$ cat config.mk
export PLATFORM = sky130hd
export DESIGN_NAME = uart_rx_16x
export DESIGN_NICKNAME = d
export VERILOG_FILES = /design/src/rtl/uart_pkg.sv /design/src/rtl/baud_tick_gen.sv /design/src/rtl/uart_rx_16x.sv
export SDC_FILE = /design/constraint.sdc
export NUM_CORES = 1
export LEC_CHECK = 0
export BUFFER_PORTS_ARGS = -buffer_cell sky130_fd_sc_hd__buf_2
export CAP_MARGIN = 20
export CORE_UTILIZATION = 55
export DETAILED_ROUTE_END_ITERATION = 8
export PLACE_DENSITY_LB_ADDON = 0.08
export SLEW_MARGIN = 20
export SYNTH_ARGS = -nofsm -noshare
export SYNTH_HDL_FRONTEND = slang
export SYNTH_SLANG_ARGS = --single-unit
$ cat constraint.sdc
create_clock -name clk -period 5.8 [get_ports clk]
set_clock_uncertainty 0.05 [all_clocks]
set_input_delay 0 -clock clk [delete_from_list [all_inputs] [get_ports clk]]
set_output_delay 0 -clock clk [all_outputs]
set_load 0.01 [all_outputs]
$ cat src/rtl/uart_pkg.sv
// rtl/uart_pkg.sv - shared constants and FSM state type for the 16x UART receiver
// Optional feature macro: UART_RX_PARITY_EN (adds the PARITY state)
package uart_pkg;

  localparam int OVERSAMPLE = 16;
  localparam int MID_SAMPLE = 8;
  localparam int DATA_BITS  = 8;

  typedef enum logic [2:0] {
    IDLE,
    START,
    DATA,
`ifdef UART_RX_PARITY_EN
    PARITY,
`endif
    STOP
  } rx_state_t;

endpackage

$ cat src/rtl/baud_tick_gen.sv
// rtl/baud_tick_gen.sv - free-running 16x oversample tick, one clk wide every CLK_FREQ/(BAUD*16) clocks
module baud_tick_gen
  import uart_pkg::*;
#(
  parameter int CLK_FREQ = 100_000_000,
  parameter int BAUD     = 9600
) (
  input  logic clk,
  input  logic reset,
  output logic o_tick
);

  localparam int DIV = CLK_FREQ / (BAUD * OVERSAMPLE);
  localparam int CW  = (DIV > 1) ? $clog2(DIV) : 1;

  logic [CW-1:0] cnt;

  always_ff @(posedge clk or posedge reset) begin
    if (reset) begin
      cnt <= '0;
    end else if (cnt == CW'(DIV - 1)) begin
      cnt <= '0;
    end else begin
      cnt <= cnt + 1'b1;
    end
  end

  assign o_tick = (cnt == CW'(DIV - 1));

endmodule

$ cat src/rtl/uart_rx_16x.sv
// rtl/uart_rx_16x.sv - 16x oversampling UART receiver, 8N1 by default
// Optional feature macro: UART_RX_PARITY_EN (8E1 with parity error reported as o_frame_err)
module uart_rx_16x
  import uart_pkg::*;
#(
  parameter int CLK_FREQ = 100_000_000,
  parameter int BAUD     = 9600
) (
  input  logic       clk,
  input  logic       reset,
  input  logic       rx,
  output logic [7:0] o_rx_data,
  output logic       o_rx_done,
  output logic       o_frame_err
);

  logic                 tick;
  logic [1:0]           sync;
  logic                 rx_s;
  logic                 rx_prev;
  rx_state_t            state;
  logic [3:0]           tick_cnt;
  logic [2:0]           bit_cnt;
  logic [DATA_BITS-1:0] shift;
  logic                 par_err;

  baud_tick_gen #(
    .CLK_FREQ (CLK_FREQ),
    .BAUD     (BAUD)
  ) u_tick (
    .clk    (clk),
    .reset  (reset),
    .o_tick (tick)
  );

  assign rx_s = sync[1];

  always_ff @(posedge clk or posedge reset) begin
    if (reset) begin
      sync        <= 2'b11;
      rx_prev     <= 1'b1;
      state       <= IDLE;
      tick_cnt    <= '0;
      bit_cnt     <= '0;
      shift       <= '0;
      par_err     <= 1'b0;
      o_rx_data   <= 8'h00;
      o_rx_done   <= 1'b0;
      o_frame_err <= 1'b0;
    end else begin
      sync        <= {sync[0], rx};
      rx_prev     <= rx_s;
      o_rx_done   <= 1'b0;
      o_frame_err <= 1'b0;
      case (state)
        IDLE: begin
          // Only a real 1->0 edge arms; a held-low line after an error stays here
          if (rx_prev && !rx_s) begin
            tick_cnt <= '0;
            bit_cnt  <= '0;
            par_err  <= 1'b0;
            state    <= START;
          end
        end
        START: begin
          if (tick) begin
            if (tick_cnt == 4'(MID_SAMPLE - 1)) begin
              tick_cnt <= '0;
              state    <= rx_s ? IDLE : DATA;
            end else begin
              tick_cnt <= tick_cnt + 1'b1;
            end
          end
        end
        DATA: begin
          if (tick) begin
            if (tick_cnt == 4'(OVERSAMPLE - 1)) begin
              tick_cnt <= '0;
              shift    <= {rx_s, shift[DATA_BITS-1:1]};
              bit_cnt  <= bit_cnt + 1'b1;
              if (bit_cnt == 3'(DATA_BITS - 1)) begin
`ifdef UART_RX_PARITY_EN
                state <= PARITY;
`else
                state <= STOP;
`endif
              end
            end else begin
              tick_cnt <= tick_cnt + 1'b1;
            end
          end
        end
`ifdef UART_RX_PARITY_EN
        PARITY: begin
          if (tick) begin
            if (tick_cnt == 4'(OVERSAMPLE - 1)) begin
              tick_cnt <= '0;
              par_err  <= (rx_s != ^shift);
              state    <= STOP;
            end else begin
              tick_cnt <= tick_cnt + 1'b1;
            end
          end
        end
`endif
        STOP: begin
          if (tick) begin
            if (tick_cnt == 4'(OVERSAMPLE - 1)) begin
              tick_cnt <= '0;
              state    <= IDLE;
              if (rx_s && !par_err) begin
                o_rx_data <= shift;
                o_rx_done <= 1'b1;
              end else begin
                o_frame_err <= 1'b1;
              end
            end else begin
              tick_cnt <= tick_cnt + 1'b1;
            end
          end
        end
        default: state <= IDLE;
      endcase
    end
  end

endmodule

[After elaboration in Yosys (flattened, before gate mapping)]
Index checks and enable logic that the tools add are counted.
Operators by class
  add/subtract/negate cells: 3
  equality and inequality tests: 16
  muxes and demuxes: 29
  reductions and logical operators: 11
Operator list (number)
  2-to-1 mux 3 bit: 11
  2-to-1 mux 4 bit: 5
  inequality test 2 bit, second input constant: 8
  case mux 3 bit (4 select lines): 1
  case mux 4 bit (3 select lines): 1
  AND reduction 4 bit: 3
  adder 10 x 1 -> 10 bit, second input constant: 1
  == test 10 bit, second input constant: 1
  2-to-1 mux 10 bit: 1
  2-to-1 mux 1 bit: 8
  AND reduction 8 bit: 1
  == test 3 x 2 -> 1 bit, second input constant: 2
  case mux 3 bit (2 select lines): 1
  adder 4 x 1 -> 4 bit, second input constant: 1
  == test 4 x 3 -> 1 bit, second input constant: 1
  == test 4 bit, second input constant: 1
  adder 3 x 1 -> 3 bit, second input constant: 1
  == test 3 x 1 -> 1 bit, second input constant: 1
  == test 3 bit, second input constant: 1
  logical NOT 3 bit: 1
  AND reduction 3 bit: 1
  nonzero test 3 bit: 1
  2-to-1 mux 2 bit: 1
  inequality test 2 x 1 -> 1 bit, second input constant: 1
  4 further kinds: 4
Word-level totals
  register bits: 41
  logic and storage cells: 69

[Longest topological paths before layout]
  word-level depth: 5
  mapped depth: 6

[Modules after synthesis]
From an unflattened synthesis, not the netlist that was laid out.
Unflattened totals
  cells, all modules: 147
  area total of the unflattened synthesis: 1798.0 sq um
Modules (own cells, without submodules)
  uart_rx_16x: times used 1, cells an instance 100, area each 1270.0 sq um
  baud_tick_gen: times used 1, cells an instance 47, area each 528.0 sq um

[Worst setup path after synthesis]
Ideal clock, no wire load.
  path kind: register to register
  start point: register u_tick.cnt[2]
  end point: register shift[0]
  setup time: 0.125 ns
  arrival time: 1.688 ns
  required time: 5.625 ns
  path slack: 3.936 ns
  stages on the path, launching flop included: 6
  buffers on the path: 1
  clock period less this slack: 1.864 ns
  path through: dfrtp_1 > and4bb_1 > nand4b_4 > or3_4 > buf_6 > mux2_4
Between the ends
  longest elaborated chain between the ends: 2
RTL lines
  from (decl): line baud_tick_gen.sv:16  | logic [CW-1:0] cnt;
  from (signal assigned): line baud_tick_gen.sv:24  | cnt <= cnt + 1'b1;
  == test 10 bit: line baud_tick_gen.sv:28  | assign o_tick = (cnt == CW'(DIV - 1));
  AND reduction 3 bit (no source line)
  to (signal assigned): line uart_rx_16x.sv:79  | shift <= {rx_s, shift[DATA_BITS-1:1]};
  to (decl): line uart_rx_16x.sv:24  | logic [DATA_BITS-1:0] shift;
Every way passes these cells.
A chain may end at the register's enable or synchronous reset.

[Worst setup path in the final report]
  start point: register u_tick.cnt[0]
  end point: register o_rx_data[2]
Between the ends
  longest elaborated chain between the ends: 2
RTL lines
  == test 10 bit: line baud_tick_gen.sv:28
  AND reduction 4 bit (no source line)
  to (signal assigned): line uart_rx_16x.sv:112  | o_rx_data <= shift;
  to (decl): line uart_rx_16x.sv:12  | output logic [7:0] o_rx_data,
Every way passes these cells.

==> metrics.cfg <==
[layout]
num_antenna_cells=0
area_growth_pct=11.0
drive_gt1_frac=0.281
nFillCells=250
num-nets-final=160
multi_input_area_um2=716
ff_latch_area_mm2=0.00100

[timing]
finalSetupTns_ns=0
post-route-period-util=0.387
timing_max_transition_violations_final=0
finalSetupViolCount=0
tightest_slew_ns=0.500
rsz0062_at_grt=no
slew_headroom=0.667
max_freq_mhz=446
fin_crit_ns=2.24
hold_viol=0

[detailed_routing]
wire_per_inst_um=15.2
vias_per_cell=5.48
ant_nets=0
post-route-drc-count=0
drt-total-wl_mm=3.00
vias=1080
drt_iter0_markers=61
first_pass_iters=4

[floorplan]
dieArea_mm2=0.00345
start_util=0.579
core-area_mm2=0.00305
die_h_um=58.7
std_cell_rows=20
ios=13
die_w_um=58.7

[logic_synthesis]
synth_top_area_frac=0.524
synth_cell_type_count=33
synthTopCellsByCount=37 x dfrtp_1, 9 x mux2_2, 8 x nand3_1
syn-num-nets=142
synth_edf_count=0
yosysTopAreaCell=dfrtp_1
synthFlopType=dfrtp_1
yosys.cell_count.top_type=dfrtp_1
ys_warn_count=0
synthTopCellsByArea=dfrtp_1 52%, mux2_4 5.9%, mux2_2 5.7%
syn-cell-area_mm2=0.00177
netlist_instances=134
synth-seq-cells=40
synthArstFlopShare=1.00
ys_seq_area_frac=0.568
synth.avg_cell_area_um2=13.2

[pwr]
power_switching_uw=112
powerDensity_mw_per_mm2=251
combPwrFrac=0.046
swShare=0.228
ir_drop_v=0.000144
internal_power_uw=380
p_seq_frac=0.592
p_total_uw=492
pwr-share-clk=0.363
p_leak_nw=1.03

[placement]
place_hpwl_mm=2.04
place.gp.congestion=0.738
port_buffers=12

[setup_path]
cp_top_family=simple AND/OR/NAND/NOR gates
reg2regPathDepth=5
required_ns=5.99
worstReg2RegStart=u_tick.cnt[0]$_DFF_PP0_
worst-r2r-setup-slack_ns=3.56
slowest_stage=dfrtp_1
start_kind=flop
cp_num_buf_inv=1
cp.arrival_ns=2.43
critical_path_class=reg -> reg
endpoint_kind=flop
path_cells=inv_1 -> ha_1 -> and4b_1 -> and3_1 -> mux2_2
crit_path_start=u_tick.cnt[0]$_DFF_PP0_
cp_slowest_stage_delay_ns=0.48
r2r_end=o_rx_data[2]$_DFFE_PP0P_
crit_fanout=12

[cts]
clockRootBuffer=clkbuf_4
postCtsSetupRepairBufs=0
tritoncts=built
h-tree-depth=2
cts_buffer_depth=2
numCtsBuffers=5
clock_sinks=40
clk_latency_ns=0.35
clk_pin_slew_worst_paths_ns=0.13

[global_routing]
busiest_layer=met2
grt_overflow=0
grt_util_all_layers=0.210
grt_pass1_vias=1108
grt_use_met2=0.346
antenna_found_initial=0
grt_first_pass_wirelength_mm=5.19
gr-usage-met3=0.0681
grt_use_met1=0.253
grt_max_degree=41

[run_status]
status=completed

[run]
cap_violations=0

[worst_hold_path]
hp-class=in -> async

[power groups by stage]
stage                     combinational, mW  sequential [mW]  clock [mW]
after detailed placement             0.0216            0.296           0
after global routing                 0.0263            0.292       0.196
after floorplan                      0.0157            0.294           0
final                                0.0224            0.291       0.179
after global placement               0.0210            0.296           0
after CTS                            0.0227            0.291       0.185
[area by class of cell]
type / instances / share of cell area
sequential: 40 / 0.512
timing repair buffer: 15 / 0.0446
clock inverter: 2 / 0.0179
multi-input combinational: 84 / 0.365
tap: 44 / 0.0281
clock buffer: 6 / 0.0210
inverter: 6 / 0.0115
[cells in the final DEF, fill, tap and decap left out]
master,n
a31o_2,1
buf_2,12
clkbuf_1,1
a21oi_1,1
nor2_1,6
or3_4,1
o31ai_1,3
and4bb_1,1
bufinv_16,1
o21ai_0,5
nand4_1,2
and4b_1,1
ha_1,5
buf_4,1
clkinv_2,1
nand2_1,4
nor3b_1,1
a31oi_1,1
mux2_2,9
nand2b_1,1
a41oi_1,2
dfrtp_1,37
nand3_1,8
inv_1,6
dlygate4sd3_1,2
mux2i_1,3
o211ai_1,4
xnor2_1,7
and3_1,4
nor3b_2,1
xor2_1,2
and2_1,1
mux2_4,7
clkbuf_4,5
dfstp_2,3
and4_1,2
nand4b_4,1
[stage by stage]
stage	util	setup slack [ns]	hold slack, ns	cell area, um2	cells
6_report	0.643	3.56	0.253	1960	197
5_1_grt	0.643	3.42	0.229	1960	197
4_1_cts	0.643	3.56	0.233	1960	197
3_5_place_dp	0.611	3.56	0.0585	1870	187
3_3_place_gp	0.611	3.61	0.0567	1870	187
2_1_floorplan	-	3.94	-0.0455	1770	134
[what timing repair did]
action | 4_1_cts | 5_1_grt
hold buffers | 2 | 0
resized for setup | 0 | 0
endpoints found under the hold margin | 38 | 0
[cell families (layout without fill, tap and decap cells)]
logic type / count (synthesis) / in the layout / share of synthesized area
AO/OA/AOI/OAI: 17 / 17 / 0.0651
XOR/XNOR: 9 / 9 / 0.0446
adder cells (fa/ha/maj): 5 / 5 / 0.0354
buffers and inverters: 10 / 29 / 0.0269
flip-flops: 40 / 40 / 0.568
multiplexers: 19 / 19 / 0.134
AND/OR/NAND/NOR: 34 / 34 / 0.126
[layer usage]
layer  up-vias  wire length [um]
li1        517                 -
met1       534              1350
met2        23              1480
met3         6               130
met4         0                44
met5         -                 0
[worst max-delay path by stage]
stage                     cells after the start  slack, ns                  endpoint
after floorplan                               5       3.94      shift[0]$_DFFE_PP0P_
after global placement                        4       3.61  o_rx_data[5]$_DFFE_PP0P_
after detailed placement                      5       3.56  o_rx_data[2]$_DFFE_PP0P_
after CTS                                     5       3.56  o_rx_data[2]$_DFFE_PP0P_
after global routing                          4       3.42  o_rx_data[2]$_DFFE_PP0P_
final                                         5       3.56  o_rx_data[2]$_DFFE_PP0P_
[registers in the layout (all words and copies together), names as in the netlist, 2 cells and up]
name        cells
u_tick.cnt     10
state           2
shift           8
tick_cnt        4
o_rx_data       8
sync            2
bit_cnt         3
[tightest hold or removal path, stage by stage]
cell	delay [ns]
dlygate4sd3_1	0.53
buf_2	0.12
inv_1	0.04
buf_4	0.43
(Power assumes the default switching activity.)
